**src/rtl/icache_refill_pkg.sv**
```systemverilog
//------------------------------------------------------------------------------
// Module   : icache_refill_pkg
// Purpose  : Shared geometry, AXI encodings and FSM state codes for the
//            instruction-cache refill engine.
// Ports    : none (package)
// Revision : 1.0 - initial release
//------------------------------------------------------------------------------
`default_nettype none

package icache_refill_pkg;

  // Default line geometry: 32-bit words, 4 words per line, 16-byte lines.
  localparam int DEF_WORD       = 32;
  localparam int DEF_LINE_WORDS = 4;
  localparam int DEF_OFFSET_W   = 4;

  // AXI read-address encodings used by every refill burst.
  localparam logic [2:0] AXI_SIZE_4B    = 3'b010;
  localparam logic [1:0] AXI_BURST_INCR = 2'b01;

  // Refill FSM state codes.
  typedef logic [1:0] state_t;
  localparam logic [1:0] IDLE = 2'd0;
  localparam logic [1:0] ADDR = 2'd1;
  localparam logic [1:0] DATA = 2'd2;
  localparam logic [1:0] DONE = 2'd3;

endpackage

`default_nettype wire

```
**src/rtl/icache_refill_if.sv**
```systemverilog
//------------------------------------------------------------------------------
// Module   : icache_refill_if
// Purpose  : Bundles the ICache request/response handshake and the AXI-style
//            read address/data channels seen by the refill engine.
// Ports    : req_valid/req_addr/req_ready/line_data  - ICache side
//            ar_valid/ar_ready/ar_addr/ar_len/ar_size/ar_burst - read address
//            r_valid/r_ready/r_data/r_last            - read data
// Modports : slave  - the refill engine
//            master - the environment (ICache + memory)
// Revision : 1.0 - initial release
//------------------------------------------------------------------------------
`default_nettype none

interface icache_refill_if
  import icache_refill_pkg::*;
#(
  parameter int WORD       = DEF_WORD,
  parameter int LINE_WORDS = DEF_LINE_WORDS
);

  logic                       req_valid;
  logic [WORD-1:0]            req_addr;
  logic                       req_ready;
  logic [LINE_WORDS*WORD-1:0] line_data;

  logic                       ar_valid;
  logic                       ar_ready;
  logic [WORD-1:0]            ar_addr;
  logic [7:0]                 ar_len;
  logic [2:0]                 ar_size;
  logic [1:0]                 ar_burst;

  logic                       r_valid;
  logic                       r_ready;
  logic [WORD-1:0]            r_data;
  logic                       r_last;

  modport slave (
    input  req_valid, req_addr,
    output req_ready, line_data,
    output ar_valid, ar_addr, ar_len, ar_size, ar_burst,
    input  ar_ready,
    input  r_valid, r_data, r_last,
    output r_ready
  );

  modport master (
    output req_valid, req_addr,
    input  req_ready, line_data,
    input  ar_valid, ar_addr, ar_len, ar_size, ar_burst,
    output ar_ready,
    output r_valid, r_data, r_last,
    input  r_ready
  );

endinterface

`default_nettype wire

```
**src/rtl/icache_refill.sv**
```systemverilog
//------------------------------------------------------------------------------
// Module   : icache_refill
// Purpose  : On an ICache miss, issues one line-aligned INCR burst read and
//            assembles the returned beats into a cache line, then presents
//            it with a single-cycle req_ready pulse.
// Ports    : clk  - system clock, rising edge
//            rst  - synchronous, active-low reset
//            bus  - icache_refill_if.slave (request + AXI read channels)
//            err  - sticky flag: r_last did not match the expected final beat
// Revision : 1.0 - initial release
//------------------------------------------------------------------------------
`default_nettype none

module icache_refill
  import icache_refill_pkg::*;
#(
  parameter int WORD       = DEF_WORD,
  parameter int LINE_WORDS = DEF_LINE_WORDS,
  parameter int OFFSET_W   = DEF_OFFSET_W
) (
  input  logic              clk,
  input  logic              rst,
  icache_refill_if.slave    bus,
  output logic              err
);

  localparam int CNT_W = $clog2(LINE_WORDS);
  localparam logic [CNT_W-1:0] C_LAST_BEAT  = CNT_W'(LINE_WORDS - 1);
  // Clears the byte-offset bits so the burst starts at word 0 of the line.
  localparam logic [WORD-1:0]  C_ALIGN_MASK = ~WORD'((1 << OFFSET_W) - 1);

  state_t                 r_state;
  logic [CNT_W-1:0]       r_cnt;
  logic [WORD-1:0]        r_ar_addr;
  logic                   r_err;
  logic [WORD-1:0]        r_line [LINE_WORDS];

  logic                   w_beat;
  logic                   w_last_beat;

  assign w_beat      = (r_state == DATA) && bus.r_valid;
  assign w_last_beat = (r_cnt == C_LAST_BEAT);

  // Handshakes are pure decodes of the state register.
  assign bus.ar_valid  = (r_state == ADDR);
  assign bus.r_ready   = (r_state == DATA);
  // A request dropped mid-refill gets no completion pulse.
  assign bus.req_ready = (r_state == DONE) && bus.req_valid;

  assign bus.ar_addr   = r_ar_addr;
  assign bus.ar_len    = 8'(LINE_WORDS - 1);
  assign bus.ar_size   = AXI_SIZE_4B;
  assign bus.ar_burst  = AXI_BURST_INCR;
  assign err           = r_err;

  always_ff @(posedge clk) begin
    if (!rst) begin
      r_state   <= IDLE;
      r_cnt     <= '0;
      r_ar_addr <= '0;
      r_err     <= 1'b0;
    end else begin
      case (r_state)
        IDLE: begin
          if (bus.req_valid) begin
            r_ar_addr <= bus.req_addr & C_ALIGN_MASK;
            r_cnt     <= '0;
            r_state   <= ADDR;
          end
        end
        ADDR: begin
          if (bus.ar_ready) begin
            r_state <= DATA;
          end
        end
        DATA: begin
          if (w_beat) begin
            r_cnt <= r_cnt + CNT_W'(1);
            // Beat count, not r_last, decides completion.
            if (w_last_beat) begin
              r_state <= DONE;
            end
          end
        end
        DONE: begin
          r_state <= IDLE;
        end
        default: begin
          r_state <= IDLE;
        end
      endcase

      // r_last must be high exactly on the final beat; anything else sticks.
      if (w_beat && (bus.r_last != w_last_beat)) begin
        r_err <= 1'b1;
      end
    end
  end

  // Line buffer: each word register is enabled by its decoded beat index.
  genvar gi;
  generate
    for (gi = 0; gi < LINE_WORDS; gi++) begin : g_line_word
      always_ff @(posedge clk) begin
        if (!rst) begin
          r_line[gi] <= '0;
        end else if (w_beat && (r_cnt == CNT_W'(gi))) begin
          r_line[gi] <= bus.r_data;
        end
      end
      assign bus.line_data[gi*WORD +: WORD] = r_line[gi];
    end
  endgenerate

endmodule

`default_nettype wire

```
**src/flat_wrapper.sv**
```systemverilog
// flat-port wrapper written by rule: the top's interface ports become plain ports
module icache_refill_flat import icache_refill_pkg::*;
#(
  parameter int WORD       = DEF_WORD,
  parameter int LINE_WORDS = DEF_LINE_WORDS,
  parameter int OFFSET_W   = DEF_OFFSET_W
)
  (clk, rst, err, bus_req_valid, bus_req_addr, bus_req_ready, bus_line_data, bus_ar_valid, bus_ar_addr, bus_ar_len, bus_ar_size, bus_ar_burst, bus_ar_ready, bus_r_valid, bus_r_data, bus_r_last, bus_r_ready);
  icache_refill_if #(.WORD(WORD), .LINE_WORDS(LINE_WORDS)) bus_i ();
  input  logic clk;
  input  logic rst;
  output logic err;
  input wire logic [$bits(bus_i.req_valid)-1:0] bus_req_valid;
  input wire logic [$bits(bus_i.req_addr)-1:0] bus_req_addr;
  output wire logic [$bits(bus_i.req_ready)-1:0] bus_req_ready;
  output wire logic [$bits(bus_i.line_data)-1:0] bus_line_data;
  output wire logic [$bits(bus_i.ar_valid)-1:0] bus_ar_valid;
  output wire logic [$bits(bus_i.ar_addr)-1:0] bus_ar_addr;
  output wire logic [$bits(bus_i.ar_len)-1:0] bus_ar_len;
  output wire logic [$bits(bus_i.ar_size)-1:0] bus_ar_size;
  output wire logic [$bits(bus_i.ar_burst)-1:0] bus_ar_burst;
  input wire logic [$bits(bus_i.ar_ready)-1:0] bus_ar_ready;
  input wire logic [$bits(bus_i.r_valid)-1:0] bus_r_valid;
  input wire logic [$bits(bus_i.r_data)-1:0] bus_r_data;
  input wire logic [$bits(bus_i.r_last)-1:0] bus_r_last;
  output wire logic [$bits(bus_i.r_ready)-1:0] bus_r_ready;
  assign bus_i.req_valid = bus_req_valid;
  assign bus_i.req_addr = bus_req_addr;
  assign bus_req_ready = bus_i.req_ready;
  assign bus_line_data = bus_i.line_data;
  assign bus_ar_valid = bus_i.ar_valid;
  assign bus_ar_addr = bus_i.ar_addr;
  assign bus_ar_len = bus_i.ar_len;
  assign bus_ar_size = bus_i.ar_size;
  assign bus_ar_burst = bus_i.ar_burst;
  assign bus_i.ar_ready = bus_ar_ready;
  assign bus_i.r_valid = bus_r_valid;
  assign bus_i.r_data = bus_r_data;
  assign bus_i.r_last = bus_r_last;
  assign bus_r_ready = bus_i.r_ready;
  icache_refill #(.WORD(WORD), .LINE_WORDS(LINE_WORDS), .OFFSET_W(OFFSET_W)) u_core (.clk(clk), .rst(rst), .bus(bus_i), .err(err));
endmodule
```
**config.mk**
```make
export PLATFORM = sky130hd
export DESIGN_NAME = icache_refill_flat
export DESIGN_NICKNAME = d
export VERILOG_FILES = /design/src/rtl/icache_refill_pkg.sv /design/src/rtl/icache_refill_if.sv /design/src/rtl/icache_refill.sv /design/src/flat_wrapper.sv
export SDC_FILE = /design/constraint.sdc
export NUM_CORES = 1
export LEC_CHECK = 0
export CORE_UTILIZATION = 44
export CTS_CLUSTER_DIAMETER = 60
export DETAILED_ROUTE_END_ITERATION = 10
export GPL_TIMING_DRIVEN = 0
export PLACE_DENSITY = 0.81
export RECOVER_POWER = 50
export SLEW_MARGIN = 30
export SYNTH_ARGS = -nofsm -noshare
export SYNTH_HDL_FRONTEND = slang
export SYNTH_SLANG_ARGS = --single-unit
```
**constraint.sdc**
```tcl
create_clock -name clk -period 2.15 [get_ports clk]
set_input_delay 0.215 -clock clk [delete_from_list [all_inputs] [get_ports clk]]
set_output_delay 0.215 -clock clk [all_outputs]
set_load 0.01 [all_outputs]
```
==> results of run 1 <==
-- final cells by class --
type	count	area, sq um	share of cell area (%)
plain buffers	39	239	2.52
clock buffers	17	425	4.49
clock inverters	15	151	1.60
inverters	6	22.5	0.238
multi-input cells	274	1570	16.6
flip-flops and latches	161	4500	47.6
well taps	180	225	2.38
repair buffers	228	2330	24.6
-- stage by stage --
step / hold slack [ps] / setup WS (ps) / instances / TNS, ps
finish: 122 / 176 / 920 / 0
global route: 157 / 48.0 / 920 / 0
CTS: 114 / 174 / 920 / 0
detailed placement: 451 / 275 / 888 / 0
global placement: 442 / -451 / 884 / -53840
floorplan: 351 / 282 / 480 / 0
-- power breakdown --
part | internal (mW) | switching, mW | leakage (nW)
registers | 3.64 | 0.113 | 1.59
clock network | 1.63 | 1.30 | 0.283
logic | 0.722 | 0.788 | 2.03
-- routing by layer --
metal | routed length [um] | global-route usage [%] | vias up
li1 | - | - | 2070
met1 | 6110 | 24.7 | 1980
met2 | 8000 | 39.0 | 244
met3 | 1350 | 6.98 | 17
met4 | 196 | 7.33 | 0
met5 | 0 | 0 | -
-- flip-flops by register name, summed over array words and instances, names as in the netlist --
| name | flops |
|---|---|
| u_core.r_line | 128 |
| u_core.bus.ar_addr | 28 |
| u_core.r_cnt | 2 |
| u_core.r_state | 2 |
| u_core.err | 1 |
-- cell usage in the layout, fill, tap and decap left out, types with 11 or more instances in the layout --
cell | synthesis | final
dlygate4sd3_1 | 0 | 157
and2_1 | 130 | 128
edfxtp_1 | 128 | 128
clkdlybuf4s50_1 | 0 | 67
nand2_1 | 66 | 63
dfxtp_1 | 33 | 33
a21oi_1 | 28 | 28
buf_4 | 21 | 19
conb_1 | 2 | 17
clkbuf_16 | 0 | 17
clkbuf_2 | 12 | 11
-- how the worst min path moves through the flow --
stage                                     endpoint  slack (ps)  depth (start not counted)
2_1_floorplan  u_core.bus.ar_addr[10]$_SDFFE_PN0P_         350                          2
3_3_place_gp   u_core.bus.ar_addr[17]$_SDFFE_PN0P_         440                          2
3_5_place_dp   u_core.bus.ar_addr[19]$_SDFFE_PN0P_         450                          2
4_1_cts                    u_core.err$_SDFFE_PN0P_         110                          3
5_1_grt                    u_core.err$_SDFFE_PN0P_         160                          3
6_report                   u_core.err$_SDFFE_PN0P_         120                          3
-- worst max-delay path, stage by stage (launching register included) --
cell	delay (ps)
dfxtp_1	340
inv_1	130
ha_1	290
clkdlybuf4s50_1	580
-- logic make-up after synthesis --
kind of cell | after synthesis
flops | 161
simple gates | 212
mux | 2
buf+inv | 45
compound gates | 33
fa+ha+maj | 9
other cells | 2
xor+xnor | 1
==> metrics list, run 1 <==
- For this design the static power due to leakage is between 3 and 4 nW.
* Final routed wire length divided by cell count: about 17 um
* Clock Tree Buf Depth: 2
- Setup repair after global routing missed its margin: no
* Worst-margin pin slew: roughly 520 ps
- Largest vdd supply drop: ~0.46 mV
* Primary flip-flop cell chosen by synthesis mapping: edfxtp_1
- Adder-cell area share of the yosys netlist: between 1.5 and 2%
- X dimension of the die: 122 um
- Counting every sink on the clock net gives between 150 and 200.
- In this run the tightest slew margin relative to its limit is about two thirds.
- The setup check on the worst reg-to-reg path leaves a slack of 240 ps.
- Global routing usage summed across all routing layers: between 20% and 30%
* Number of optimization iterations in the first detailed-route pass: 4
- Setup violations remaining at the end of the flow were counted as 0.
* Final critical-path required period: roughly 2000 ps
- Counting every instance in the synthesized netlist gives 465.
- Dominant combinational cell family by area after synthesis: simple AND/OR/NAND/NOR gates
* Number of cell instances on the worst register-to-register path: 6
- Timing-limited maximum frequency: just over 0.5 GHz
* Compound-gate portion of the synthesized area: a little over 3%
* Max-cap violation count: 0
- Counting flops with a built-in enable in the synthesized netlist gives roughly 130.
* Number of antenna-violating nets in the routed design: 0
- After Yosys synthesis, and, or, nand and nor cells account for between 10% and 20% of the synthesized area.
- The most critical setup path has its startpoint at u_core.r_state[0]$_SDFFE_PN0P_.
- Buffer count from post-CTS setup fixing: 0
- The final max-slew violation count was 0.
- Total via count in the routed design: 4311
- Cell area after placement: 8910 sq um
- Unique masters post-synth: 30
* Register bit count reported by yosys: 161
- Clock transition at the registers of the reported paths: roughly 60 ps
- Vias per std cell: ~4.7
- Measured on the finished design, the core utilization comes to between 60% and 70%.
* Height of the chip: about 120 um
- The initial antenna violation count was 0.
- The worst setup path is captured at a primary output.
* Classification of the worst-slack hold path: input pin to flip-flop
* Area share of xor/xnor cells in the synthesized design: less than 1%
- Count of boundary I/O pins: around 250
- Entering global routing, the biggest net connects 25 pins.
- Across the routed clock network, the largest skew measured is a little under 7 ps.
- Along the worst path, the maximum fanout reaches 6.
- The congestion estimate from routability-driven global placement came to around 0.80.
- Syn Std Cell Area: roughly 6300 sq um
- The region available for standard cell placement spans about 14000 sq um.
- Area share of the leading cell type in the synthesized netlist: around three fifths
* Buffer cell driving the clock tree root: clkbuf_16
* Post-detailed-route DRC marker count: 0
* Required time of the critical path: 1930 ps
* Share of synthesized registers carrying an async set or reset: 0%
- Post-CTS repair changed the size of 0 cells.
- and2_1 is the most common cell in the netlist.
* Portion of the post-synthesis area used by sequential elements: approximately 72%
- DRC marker count from the first detailed-route iteration: 240
- The die covers 14800 sq um.
* Share of the cycle needed by the critical path after routing: 91.8%
* Global route overflow: 0
- Worst flop-to-flop path startpoint: u_core.r_state[0]$_SDFFE_PN0P_
* Filler Cells Inserted: 960
- The initial utilization of the core area, before any placement, comes to between 40% and 50%.
- The number of hold buffers added after CTS was 0.
* Sum of routed wire length over all layers: about 16000 um
* Type of the worst setup path: flip-flop to primary output
* First-pass GRT wire length: between 20000 and 25000 um
- TritonCTS created 17 clock buffers.
- At the worst endpoint, the arrival time is 1760 ps.
- By count the netlist is led by 130 x and2_1, 128 x edfxtp_1, 66 x nand2_1.
- Setup crit start kind: flip-flop
- Syn. warnings: 0
- Fraction of layout instances using a drive strength above 1: about a tenth
* Launch point of the worst hold path: bus_r_valid
- Clock insertion delay at the later pin of the skew report: 430 ps
- Power per Cell Area: just under 900 nW/um^2
* Post-synthesis mux area share: less than 1%
- The endpoint identified for the worst register-to-register timing path is u_core.r_line[3][25]$_SDFFCE_PN0P_.
- Outcome: completed
- Count of input and output buffers: roughly 220
- Row generation in the floorplan step produced 43 rows.
- Cell type contributing the most total cell area after synthesis: edfxtp_1
- The critical path ends at bus_r_ready.
* Synthesis-to-layout area growth: 50.6%
* Overall power consumption: around 8.2 mW
* H-Tree Level Count: 4
* Post-route cell area: approximately 9500 sq um
- Hold Fails Final Rpt: 0
- 0 antenna diodes ended up in the layout.
- TritonCTS built the clock tree.
- Final layout net count: just over 800
- Each instance of the synthesized netlist takes up on average 13.5 sq um.
- Yosys attributes the largest share of cell area to edfxtp_1 61%, and2_1 13%, dfxtp_1 11%.
* Via count of the first global-routing pass: ~4300
- Once detailed placement completed, the half-perimeter wirelength came to 11100 um.
(Power assumes the default switching activity.)
==> run 2: changes to the inputs <==
CORE_UTILIZATION = 39   (was 44)
PLACE_DENSITY = 0.76   (was 0.81)
SKIP_LAST_GASP = 1   (was default)
clock period = 1.6 ns   (was 2.15 ns; I/O delays follow)
==> run 2 against run 1 <==
Net effect: via count up 1.3%; cell area rose by 2.4%; clock skew grew 0.79 ps; die area up 13%; critical path depth is 1 higher; flip-flop and latch count did not move; register-to-register slack lost 220 ps; worst setup slack worse by 150 ps; sequential share of layout area down 1.0 points; global-route usage shrank 2.0 points; first-iteration DRC count shrank 1.7%; clock power increased by 41%; critical path type is now flip-flop to flip-flop.
==> metrics list, run 2 (synthesized netlist as in run 1, its figures left out) <==
- The max-capacitance violation count came to 0 (unchanged).
- The number of flip-flops under the largest register name is 128 (unchanged).
- Global routing usage summed across all routing layers: 19.9% (-2.0 points)
- The clock sink count came to 161 (unchanged).
- The flow ran to the end, and the final reports show no timing, DRC or antenna violations.
* Number of antenna-violating nets in the routed design: 0 (unchanged)
* Commonest non-fill, non-tap cell in the layout: clkdlybuf4s50_1
- The library cells used most frequently in the layout, excluding fill and tap cells, are 221 x clkdlybuf4s50_1, 130 x and2_1, 128 x edfxtp_1, 62 x nand2_1, 31 x dfxtp_1.
* Count of input and output buffers: 224 (unchanged)
* Fraction of layout instances using a drive strength above 1: 12.6% (+2.7 points)
* Post-detailed-route DRC marker count: 0 (unchanged)
- Clock transition at the registers of the reported paths: 70 ps (about the same)
- The total placed instance area was 8870 sq um (-0.48%).
* Antenna fix cells: 0 (unchanged)
- First-pass GRT wire length: 24300 um (+4.5%)
* Hold Fails Final Rpt: 0 (unchanged)
* Largest net degree at the start of global routing: 33 (+32%)
* Leakage component of the power: 3.69 nW (-5.3%)
* Count of boundary I/O pins: 247 (unchanged)
* Buffer cell driving the clock tree root: clkbuf_16
- The net total in the final layout is 807 (+0.12%).
* Die area: 16600 sq um (+13%)
* Clock Tree Buf Depth: 2 (unchanged)
- Clock buffers created by TritonCTS: 17 (unchanged)
- Final critical-path required period: between 1500 and 2000 ps
- X dimension of the die: 129 um (+6.1%)
* Post-detailed-placement half-perimeter wirelength: 11200 um (+0.27%)
- TritonCTS built the clock tree.
- Share of the cycle needed by the critical path after routing: 98.5%
* Clock tree skew after final layout: 7.59 ps (+0.787 ps)
* Type of the worst setup path: flip-flop to flip-flop
- Overall power consumption: 11.5 mW (+40%)
- The summed negative setup slack over all endpoints came to 0 ps (unchanged).
- The critical path buffer and inverter count came to 0 (-2).
* Non-Filler Instances: 957 (+4.0%)
* Cells after DPL: 920 (+3.6%)
* Worst Path Arrival: 1910 ps (+150 ps)
- # rows: 46 (+7.0%)
* Final GP Congestion: 0.817 (+2.3%)
- Grouping stages by cell kind, the critical path spends the most delay in flip-flops.
- Global route overflow: 0 (unchanged)
- Sum of routed wire length over all layers: 16300 um (+3.8%)
- The data required time at the worst endpoint was 1930 ps (about the same).
- The DRC marker count from the first detailed-route iteration came to 236 (-1.7%).
- Total via count in the routed design: 4365 (+1.3%)
* Synthesis-to-layout area growth: 54.1%
* Classification of the worst-slack hold path: input pin to flip-flop
- The number of iterations in the first detailed-routing pass was 4 (unchanged).
* Final routed wire length divided by cell count: 17.0 um (-0.19%)
- More flip-flops sit in one register than any other, and that register is u_core.r_line.
- The ratio of total power to cell area is 1190 nW/um^2 (+37%).
- The summed area of non-filler cells in the final layout came to 9690 sq um (+2.4%).
* Capturing element type of the critical path: flip-flop
* Setup crit start kind: flip-flop
- Via count of the first global-routing pass: 4459 (+4.7%)
* Initial Utilization: 39.7% (-5.4 points)
- Setup repair after global routing missed its margin: yes
* Worst path slowest cell: dfxtp_1
* H-Tree Level Count: 4 (unchanged)
* Vias per std cell: 4.56 (-2.7%)
- Cell Chain, Critical Path: ha_1, and2b_1, a2111oi_4, mux2i_1
- The biggest fanout along the worst timing path is 4 (-2).
- Max stage delay on crit path: 390 ps (-190 ps)
- The placeable core region came to 15800 sq um (+14%).
- Max Transition Viols Final: 0 (unchanged)
- Timing would allow up to ~0.63 GHz.
- Height of the chip: 129 um (+6.1%)
- Largest vdd supply drop: 0.747 mV (+61%)
- The clock insertion delay at the later pin of the skew report came to 420 ps (about the same).
- Number of antenna violations at the first check in global routing: 0 (unchanged)
* Final setup violation count: 0 (unchanged)
[run 2: area by class of cell]
type | count | area, sq um
clock buffer | 18 | 429
inverter | 6 | 22.5
tap | 216 | 270
clock inverter | 14 | 168
buffer | 39 | 290
timing repair buffer | 228 | 2290
multi-input combinational | 275 | 1710
fill | 1192 | 6140
sequential | 161 | 4510
[run 2: worst min-delay path, delay by kind of cell]
| kind | cells | cell delay [ps] |
|---|---|---|
| buffers and inverters | 1 | 130 |
| AO/OA/AOI/OAI | 1 | 100 |
| AND/OR/NAND/NOR | 1 | 70 |
[run 2: final timing paths]
kind	startpoint	to	slack, ps	cells past startpoint
setup reg to reg	u_core.r_cnt[0]$_SDFFE_PN0P_	u_core.r_state[0]$_SDFFE_PN0P_	20	4
hold reg to reg	u_core.bus.ar_addr[4]$_SDFFE_PN0P_	u_core.bus.ar_addr[4]$_SDFFE_PN0P_	450	2
hold / removal	bus_r_valid	u_core.err$_SDFFE_PN0P_	80	3
setup / recovery	u_core.r_cnt[0]$_SDFFE_PN0P_	u_core.r_state[0]$_SDFFE_PN0P_	20	4
[run 2: metal layers]
metal / wire length, um / global-route usage [%]
met4: 255 / 6.09
met1: 6670 / 23.3
met3: 1390 / 7.07
met2: 7930 / 34.4
met5: 0 / 0
[run 2: what timing repair did]
item,in CTS,in global routing
resized for setup,36,14
pin swaps,5,2
gates cloned,1,0
buffers inserted,3,1
hold buffers,0,0
setup endpoints to repair,273,151
[run 2: where the power goes]
part           switching, mW  internal (mW)  leakage [nW]
clock                   1.78           2.36         0.292
combinational           1.11           1.17          1.81
sequential             0.177           4.90          1.59
[run 2: stage by stage]
step	utilization, %	hold slack (ps)	setup WS, ps
finish	61.2	83.3	24.8
global route	61.2	115	-43.6
CTS	61.0	57.1	-23.7
detailed placement	56.0	446	-461
global placement	56.0	442	-404
floorplan	-	296	14.2
